[config.mk]
export PLATFORM = sky130hd
export DESIGN_NAME = alpha_operand_streamer
export DESIGN_NICKNAME = d
export VERILOG_FILES = /design/src/rtl/lpc_pkg.sv /design/src/rtl/coeff_regfile.sv /design/src/rtl/alpha_operand_streamer.sv
export SDC_FILE = /design/constraint.sdc
export NUM_CORES = 2
export LEC_CHECK = 0
export CAP_MARGIN = 20
export CORE_UTILIZATION = 30
export DETAILED_ROUTE_END_ITERATION = 12
export RECOVER_POWER = 25
export SYNTH_ARGS = -nofsm -noshare
export SYNTH_HDL_FRONTEND = slang
export SYNTH_SLANG_ARGS = --single-unit
[constraint.sdc]
create_clock -name iClock -period 11.7 [get_ports iClock]
set_input_delay 1.755 -clock iClock [delete_from_list [all_inputs] [get_ports iClock]]
set_output_delay 1.755 -clock iClock [all_outputs]
set_load 0.01 [all_outputs]
[src/rtl/lpc_pkg.sv]
// Shared definitions for the LPC coefficient path: dimensions, FSM encodings,
// IEEE-754 constants and the beat-count helper used by the alpha operand streamer.
package lpc_pkg;

  localparam int ORDER     = 12;
  localparam int MAX_BEATS = 6;
  localparam int DATA_W    = 32;

  localparam logic [1:0] S_IDLE   = 2'd0;
  localparam logic [1:0] S_STREAM = 2'd1;
  localparam logic [1:0] S_WAIT   = 2'd2;

  localparam logic [31:0] FP_ONE  = 32'h3f80_0000;
  localparam logic [31:0] FP_ZERO = 32'h0000_0000;

  // Two products per beat, so an order-m request needs ceil(m/2) beats.
  function automatic logic [3:0] beats_for_order(input logic [3:0] m);
    logic [4:0] t;
    t = {1'b0, m} + 5'd1;
    return t[4:1];
  endfunction

endpackage

[src/rtl/coeff_regfile.sv]
// Small coefficient store: one synchronous write port, two combinational read
// ports. Out-of-range writes are dropped and out-of-range reads return zero.
module coeff_regfile #(
  parameter int DEPTH = 13,
  parameter int W     = 32,
  parameter int AW    = 4
) (
  input  logic          iClock,
  input  logic          iReset,
  input  logic          we,
  input  logic [AW-1:0] waddr,
  input  logic [W-1:0]  wdata,
  input  logic [AW-1:0] raddr_a,
  input  logic [AW-1:0] raddr_b,
  output logic [W-1:0]  rdata_a,
  output logic [W-1:0]  rdata_b
);

  logic [W-1:0] mem [DEPTH];

  always_ff @(posedge iClock) begin
    if (iReset) begin
      for (int i = 0; i < DEPTH; i++) mem[i] <= '0;
    end else if (we && (int'(waddr) < DEPTH)) begin
      mem[waddr] <= wdata;
    end
  end

  assign rdata_a = (int'(raddr_a) < DEPTH) ? mem[raddr_a] : '0;
  assign rdata_b = (int'(raddr_b) < DEPTH) ? mem[raddr_b] : '0;

endmodule

[src/rtl/alpha_operand_streamer.sv]
// Producer side of the Levinson-Durbin alpha interface: holds ACF and model
// coefficients and streams operand pairs, two products per beat, per request.
module alpha_operand_streamer #(
  parameter int ORDER     = lpc_pkg::ORDER,
  parameter int MAX_BEATS = lpc_pkg::MAX_BEATS,
  parameter int DATA_W    = lpc_pkg::DATA_W
) (
  input  logic              iClock,
  input  logic              iReset,
  input  logic              iEnable,
  input  logic              iACFWrite,
  input  logic [3:0]        iACFAddr,
  input  logic [DATA_W-1:0] iACFData,
  input  logic              iModelWrite,
  input  logic [3:0]        iModelAddr,
  input  logic [DATA_W-1:0] iModelData,
  input  logic              iStart,
  input  logic [3:0]        iM,
  input  logic              iAlphaDone,
  output logic              oValid,
  output logic [DATA_W-1:0] oACF1,
  output logic [DATA_W-1:0] oACF2,
  output logic [DATA_W-1:0] oModel1,
  output logic [DATA_W-1:0] oModel2,
  output logic [3:0]        oM,
  output logic              oBusy,
  output logic              oStreamDone,
  output logic              oError
);
  import lpc_pkg::*;

  localparam int         KW      = $clog2(MAX_BEATS + 1);
  localparam logic [3:0] ORDER_L = 4'(ORDER);

  // Interface contract: oValid qualifies one beat per enabled cycle with no
  // back-pressure; the consumer must take every beat. After the last beat the
  // streamer waits for iAlphaDone before accepting another iStart.

  logic [1:0]        state;
  logic [KW-1:0]     k;
  logic [3:0]        cur_m;
  logic [KW-1:0]     cur_k;
  logic [3:0]        two_k;
  logic [3:0]        beats;
  logic              has_pair;
  logic              m_legal;
  logic              acf_we;
  logic              model_we;
  logic [3:0]        model_ra, model_rb, acf_ra, acf_rb;
  logic [DATA_W-1:0] model_rd_a, model_rd_b, acf_rd_a, acf_rd_b;

  // In S_IDLE the first beat is formed directly from iM so it can be
  // registered on the same edge that accepts the start.
  assign cur_m    = (state == S_IDLE) ? iM : oM;
  assign cur_k    = (state == S_IDLE) ? '0 : k;
  assign two_k    = 4'({cur_k, 1'b0});
  assign model_ra = two_k;
  assign model_rb = two_k + 4'd1;
  assign acf_ra   = cur_m - two_k;
  assign acf_rb   = cur_m - two_k - 4'd1;
  assign has_pair = (two_k + 4'd1) < cur_m;
  assign beats    = beats_for_order(oM);
  assign m_legal  = (iM != 4'd0) && (iM <= ORDER_L);

  assign acf_we   = iEnable && iACFWrite   && (state != S_STREAM);
  assign model_we = iEnable && iModelWrite && (state != S_STREAM);

  coeff_regfile #(.DEPTH(ORDER + 1), .W(DATA_W), .AW(4)) u_acf (
    .iClock  (iClock),
    .iReset  (iReset),
    .we      (acf_we),
    .waddr   (iACFAddr),
    .wdata   (iACFData),
    .raddr_a (acf_ra),
    .raddr_b (acf_rb),
    .rdata_a (acf_rd_a),
    .rdata_b (acf_rd_b)
  );

  coeff_regfile #(.DEPTH(ORDER + 1), .W(DATA_W), .AW(4)) u_model (
    .iClock  (iClock),
    .iReset  (iReset),
    .we      (model_we),
    .waddr   (iModelAddr),
    .wdata   (iModelData),
    .raddr_a (model_ra),
    .raddr_b (model_rb),
    .rdata_a (model_rd_a),
    .rdata_b (model_rd_b)
  );

  always_ff @(posedge iClock) begin
    if (iReset) begin
      state       <= S_IDLE;
      k           <= '0;
      oValid      <= 1'b0;
      oACF1       <= '0;
      oACF2       <= '0;
      oModel1     <= '0;
      oModel2     <= '0;
      oM          <= '0;
      oBusy       <= 1'b0;
      oStreamDone <= 1'b0;
      oError      <= 1'b0;
    end else if (iEnable) begin
      oValid      <= 1'b0;
      oACF1       <= '0;
      oACF2       <= '0;
      oModel1     <= '0;
      oModel2     <= '0;
      oStreamDone <= 1'b0;
      oError      <= 1'b0;
      case (state)
        S_IDLE: begin
          if (iStart) begin
            if (m_legal) begin
              oM      <= iM;
              state   <= S_STREAM;
              oBusy   <= 1'b1;
              k       <= KW'(1);
              oValid  <= 1'b1;
              oModel1 <= model_rd_a;
              oACF2   <= acf_rd_a;
              oModel2 <= has_pair ? model_rd_b : FP_ZERO;
              oACF1   <= has_pair ? acf_rd_b   : FP_ZERO;
            end else begin
              oError <= 1'b1;
            end
          end
        end
        S_STREAM: begin
          if (4'(k) == beats) begin
            state       <= S_WAIT;
            oStreamDone <= 1'b1;
          end else begin
            k       <= k + KW'(1);
            oValid  <= 1'b1;
            oModel1 <= model_rd_a;
            oACF2   <= acf_rd_a;
            oModel2 <= has_pair ? model_rd_b : FP_ZERO;
            oACF1   <= has_pair ? acf_rd_b   : FP_ZERO;
          end
        end
        S_WAIT: begin
          if (iAlphaDone) begin
            state <= S_IDLE;
            oBusy <= 1'b0;
          end
        end
        default: begin
          state <= S_IDLE;
          oBusy <= 1'b0;
        end
      endcase
    end
  end

endmodule

Word level (Yosys, flattened, before mapping) --
Memories as Yosys holds them, arrays and structs flattened. Cells that the tools add are included.
Word-level totals: register bits 141, memory bits (writable) 832, bits of input ports 83, memories kept 2
Operators by class: add/sub/neg operators 5, order comparisons 8, equal/unequal tests 9, mux-type cells 60, bitwise operators 1, reduce and logical (&&, ||, !) cells 16
Memory list:
- u_acf.mem | words 13, bits a word 32, read ports 2, clocked after memory_dff 0, write ports 13, RTL line coeff_regfile.sv:19 | logic [W-1:0] mem [DEPTH];
- u_model.mem | words 13, bits a word 32, read ports 2, clocked after memory_dff 0, write ports 13, RTL line coeff_regfile.sv:19
Operators with widths (number):
- 2-to-1 mux 32 bit | 20
- one-hot mux 32 bit (2 select lines) | 4
- OR reduction 32 bit | 2
- less-than comparator 4 bit, second input constant | 6
- 2-to-1 mux 1 bit | 21
- AND reduction 5 bit | 3
- 2-to-1 mux 3 bit | 4
- 2-to-1 mux 4 bit | 3
- != test 2 bit, second input constant | 5
- 2-to-1 mux 2 bit | 4
- logical AND 1 bit | 7
- one-hot mux 2 bit (3 select lines) | 1
- one-hot mux 3 bit (2 select lines) | 1
- adder 4 x 1 -> 5 bit, second input constant | 1
- adder 4 x 1 -> 4 bit, second input constant | 1
- equality test 3 x 4 -> 1 bit | 1
- less-or-equal comparator 4 bit, second input constant | 1
- less-than comparator 4 bit | 1
- AND reduction 4 bit | 1
- nonzero test 4 bit | 1
- subtractor 4 x 1 -> 4 bit, second input constant | 1
- subtractor 4 bit | 1
- adder 3 x 1 -> 3 bit, second input constant | 1
- one-hot mux 1 bit (3 select lines) | 1
- 7 further kinds | 7

Longest topological paths before layout --
word-level depth 10, mapped depth 18

Hierarchy --
From an unflattened synthesis, not the netlist that was laid out.
Unflattened totals: cells, all modules 3498, area total of the unflattened synthesis 49617.6 sq um
Modules (own cells, without submodules):
- coeff_regfile at u_model | times used 1, cells each 1582, area each 22476.6 sq um, seq. area each 12552.0 sq um
- coeff_regfile at u_acf | times used 1, cells each 1520, area each 22343.9 sq um, seq. area each 12522.0 sq um
- alpha_operand_streamer | times used 1, cells each 396, area each 4797.1 sq um, seq. area each 2822.7 sq um

Worst setup path before layout --
Ideal clock, no wire load.
kind input to register, start point in iM[1], end point reg oACF1[27], data arrival time 4.376 ns, setup slack 7.202 ns, stages 13, path through nand2_1 > nand2_1 > inv_1 > ha_1 > fa_1 > buf_2 > xnor2_1 > clkbuf_1 > buf_1 > mux4_2 > nor2b_1 > a211oi_1 > o31ai_1
On the way: cells in the longest elaborated chain, start to end 9
RTL lines:
- from (decl) | RTL line alpha_operand_streamer.sv:18 | input logic [3:0] iM,
- 2-to-1 mux 4 bit | RTL line alpha_operand_streamer.sv:54 | assign cur_m = (state == S_IDLE) ? iM : oM;
- subtractor 4 bit | RTL line alpha_operand_streamer.sv:60 | assign acf_rb = cur_m - two_k - 4'd1;
- subtractor 4 x 1 -> 4 bit | RTL line alpha_operand_streamer.sv:60
- memory (13 x 32 bit) / less-than comparator 4 bit (equally long branches)
- 2-to-1 mux 32 bit | RTL line coeff_regfile.sv:30 | assign rdata_b = (int'(raddr_b) < DEPTH) ? mem[raddr_b] : '0;
- 2-to-1 mux 32 bit | RTL line alpha_operand_streamer.sv:125, alpha_operand_streamer.sv:141
- 2-to-1 mux 32 bit | RTL line alpha_operand_streamer.sv:116 | if (m_legal) begin
- 2-to-1 mux 32 bit | RTL line alpha_operand_streamer.sv:115 | if (iStart) begin
- one-hot mux 32 bit (2 select lines) (*) | RTL line alpha_operand_streamer.sv:113 | case (state)
- to (signal assigned) | RTL line alpha_operand_streamer.sv:125 | oACF1 <= has_pair ? acf_rd_b : FP_ZERO;
- to (signal assigned) | RTL line alpha_operand_streamer.sv:141 | oACF1 <= has_pair ? acf_rd_b : FP_ZERO;
- to (decl) | RTL line alpha_operand_streamer.sv:21 | output logic [DATA_W-1:0] oACF1,
Mark *: on every way between the ends. The rest lies on a longest branch, timed or not. A chain may end at the register's enable or synchronous reset.

Worst setup path after layout --
start point reg state[0], end point reg oACF2[29]
On the way: cells in the longest elaborated chain, start to end 8
RTL lines:
- from (decl) | RTL line alpha_operand_streamer.sv:39 | logic [1:0] state;
- from (signal assigned) | RTL line alpha_operand_streamer.sv:94 | state <= S_IDLE;
- from (signal assigned) | RTL line alpha_operand_streamer.sv:118 | state <= S_STREAM;
- from (signal assigned) | RTL line alpha_operand_streamer.sv:133 | state <= S_WAIT;
- zero test 2 bit | RTL line alpha_operand_streamer.sv:54, alpha_operand_streamer.sv:55, alpha_operand_streamer.sv:113
- 2-to-1 mux 4 bit / 2-to-1 mux 3 bit (equally long branches) | RTL line alpha_operand_streamer.sv:54, alpha_operand_streamer.sv:55
- subtractor 4 bit | RTL line alpha_operand_streamer.sv:59 | assign acf_ra = cur_m - two_k;
- memory (13 x 32 bit) / less-than comparator 4 bit (equally long branches)
- 2-to-1 mux 32 bit | RTL line coeff_regfile.sv:29 | assign rdata_a = (int'(raddr_a) < DEPTH) ? mem[raddr_a] : '0;
- 2-to-1 mux 32 bit | RTL line alpha_operand_streamer.sv:116
- 2-to-1 mux 32 bit | RTL line alpha_operand_streamer.sv:115
- one-hot mux 32 bit (2 select lines) (*) | RTL line alpha_operand_streamer.sv:113
- to (signal assigned) | RTL line alpha_operand_streamer.sv:123 | oACF2 <= acf_rd_a;
- to (signal assigned) | RTL line alpha_operand_streamer.sv:139 | oACF2 <= acf_rd_a;
- to (decl) | RTL line alpha_operand_streamer.sv:22 | output logic [DATA_W-1:0] oACF2,
Marks and branches as above.

==> impl_metrics.csv <==
group,metric,value,unit
place,port-buffer-count,218,
run_status,status,"finished, violations left",
finish,nFillCells,16300,
timing,finClkSkew,0.0362,ns
finish,final_cells,6631,
timing,drv_slew,305,
detailed_routing,ant_nets,0,
logic_synthesis,yosys_warnings,0,
finish,nets,4407,
pwr,seq_power_share,47.4,%
place,gp_congestion,0.785,
timing,setup_tns,0,ns
cts,cts-htree-levels,3,
logic_synthesis,synth_area_leaders,"edfxtp_1, and2_1, mux4_2",
logic_synthesis,ys.flop_type,"edfxtp_1",
finish,final_cell_area,59000,µm²
setup_path,end_kind,"flop",
detailed_routing,drtPass1Iterations,5,
timing,hold_viol,0,
place,hpwl,82400,µm
pwr,comb_power_share,12.8,%
cts,cts_resized,0,
die,coreArea,167000,µm²
cts,cts_root_buf,"clkbuf_16",
cts,cts_setup_buffers,0,
grt,met2_usage,27.6,%
logic_synthesis,ys_seq_area_share,60.5,%
timing,rsz0062_at_grt,"false",
logic_synthesis,synth_top_area_share,55.0,%
detailed_routing,drc,0,
setup_path,cp-start-kind,"flop",
setup_path,required,12.33,ns
run_status,failed_checks,"max-capacitance violations, max-slew violations",
die,die_area,171000,µm²
pwr,p_leak,21.4,nW
detailed_routing,wirelength,155000,µm
logic_synthesis,synthesis.instances,4196,
die,rows,150,
die,die_w,413,µm
setup_path,critPathArrivalTime,6.73,ns
place,placedCellCount,6401,
pwr,intPower,6.85,mW
cts,cts_num_sinks,1069,
grt,antenna_found_initial,37,
timing,setup_viol,0,
detailed_routing,avgRoutedWirePerCell,23.3,µm
cts,cts_hold_buf,0,
detailed_routing,num_vias,34200,
timing,relSlewSlack,-75.8,%
setup_path,worstRegToRegCells,10,
timing,worstMarginPinSlew,2.64,ns
grt,use_met3,4.17,%
cts,clk_pin_slew,0.06,ns
timing,fmax,164,MHz
grt,grt_pass1_wl,223000,µm
grt,grt_max_degree,241,
pwr,p_clk_share,39.8,%
setup_path,crit_fanout,53,
cts,cts_tree,"done",
timing,min_period,6.09,ns
detailed_routing,drt_iter0_markers,3173,
logic_synthesis,synth.distinct_cells,58,
logic_synthesis,syn_area,50700,µm²
finish,final_cell_mix,"edfxtp_1, nand2_1, and2_1, dlygate4sd3_1, mux4_2",
finish,final_common_cell,"edfxtp_1",
cts,cts_buffer_depth,3,
grt,use_met1,24.1,%
timing,timing.final.crit_share,52.1,%
finish,syn_to_final_growth,16.4,%
logic_synthesis,ys_seq_elements,1069,
min_path,min_path_type,"reg2reg",
die,die_h,413,µm
grt,track_usage,17.8,%
setup_path,path_class,"reg2reg",
grt,grt-busiest-layer,"met2",
pwr,power.density,156,nW/µm²
logic_synthesis,synthArstFlopShare,0,%
job,drv_cap,9,
min_path,hold-path-cell-count,2,
pwr,power_switching,2.38,mW
detailed_routing,viasPerCell,5.16,
grt,grt.overflow.total,0,
place,placed_cell_area,55300,µm²
die,ios,219,
pwr,ir_drop,0.124,mV
die,start_util,30.3,%
logic_synthesis,syn_avg_cell_area,12.1,µm²
logic_synthesis,synth_largest_area_cell,"edfxtp_1",
logic_synthesis,synth_edf_count,928,
pwr,p_sw_share,25.8,%
finish,drive_above_1_share,10.7,%
cts,numCtsBuffers,115,
grt,first_global_vias,33200,
cts,insertion_delay,0.76,ns
==> cells by family after synthesis <==
| kind of cell | share of synthesized area (%) |
|---|---|
| and+or+nand+nor | 19.5 |
| DFF | 60.5 |
| AOI/OAI and AO/OA | 8.09 |
| buffers and inverters | 3.13 |
| muxes | 8.27 |
| adders and majority gates | 0.262 |
| xor gates and xnor gates | 0.200 |
| other | 0.00740 |
==> state kept, by name (all words and copies together) (netlist names) <==
signal and cells:
u_acf.mem 512, u_model.mem 416, oACF1 32, oACF2 32, oModel1 32, oModel2 32
oM 4, k 3, state 2, oBusy 1, oError 1, oStreamDone 1
oValid 1
==> power by group through the flow <==
stage | Sequential (mW) | Combinational (mW) | Clock (mW)
4_1_cts | 4.37 | 1.20 | 3.72
3_3_place_gp | 4.44 | 1.18 | 0
2_1_floorplan | 4.43 | 0.778 | 0
6_report | 4.37 | 1.18 | 3.67
5_1_grt | 4.38 | 1.28 | 3.86
3_5_place_dp | 4.45 | 1.19 | 0
==> worst paths after layout <==
kind                       startpoint                  endpoint  slack [ns]
max reg2reg     state[0]$_SDFFE_PP0P_    oACF2[29]$_SDFFE_PP0P_        5.61
min reg2reg  oModel1[13]$_SDFFE_PP0P_  oModel1[13]$_SDFFE_PP0P_        0.44
min          oModel1[13]$_SDFFE_PP0P_  oModel1[13]$_SDFFE_PP0P_        0.44
max             state[0]$_SDFFE_PP0P_    oACF2[29]$_SDFFE_PP0P_        5.61
==> routing by layer <==
layer  wire length (µm)  vias to the layer above
met5                172                        -
met4               5080                       30
met3              13500                      302
met2              70200                     1371
met1              65800                    17300
li1                   -                    15300
==> layout make-up <==
type	count	area (µm²)	share of cell area (%)
flip-flops and latches	1069	30700	52.0
multi-input cells	2830	19000	32.2
clock buffers	171	3240	5.48
well taps	2204	2760	4.67
repair buffers	288	2710	4.58
clock inverters	47	549	0.930
inverters	10	41.3	0.0699
diodes	12	30.0	0.0509
==> Yosys cell counts (5+ instances only) <==
| cell type | instances |
|---|---|
| edfxtp_1 | 928 |
| and2_1 | 835 |
| nand2_1 | 771 |
| clkbuf_1 | 309 |
| mux4_2 | 167 |
| dfxtp_1 | 141 |
| a31oi_1 | 120 |
| and3_1 | 116 |
| a21oi_1 | 104 |
| a211oi_1 | 68 |
| nor2b_1 | 67 |
| a22oi_1 | 63 |
| a311oi_1 | 63 |
| o21ai_0 | 62 |
| a22o_1 | 60 |
| buf_2 | 50 |
| nor2_1 | 44 |
| mux2i_1 | 43 |
| o2bb2ai_1 | 31 |
| or2_2 | 27 |
| nor3_1 | 14 |
| buf_1 | 12 |
| nand3_1 | 10 |
| ha_1 | 9 |
| nand2b_1 | 9 |
| buf_4 | 8 |
| xnor2_1 | 7 |
| inv_1 | 6 |
| o21ai_1 | 5 |
==> worst max-delay path, stage by stage, from the launching register on <==
cell      delay [ns]
dfxtp_1         0.59
or2_1           0.45
and2_4          0.58
clkinv_2        0.73
ha_4            0.98
buf_4           0.67
buf_4           0.81
mux4_2          0.42
a22oi_1         0.28
nand2_1         0.17
a22o_1          0.22
==> metrics by stage <==
step | hold slack [ns] | util (%) | worst slack, ns | power (mW)
after detailed placement | 0.442 | 33.0 | 5.03 | 5.64
final | 0.445 | 35.3 | 5.61 | 9.22
after global placement | 0.437 | 33.0 | 5.07 | 5.62
after global routing | 0.472 | 35.3 | 5.28 | 9.52
after floorplan | 0.472 | - | 7.20 | 5.20
after CTS | 0.450 | 35.3 | 5.55 | 9.28
No activity file was read; power rests on OpenSTA's default activity.
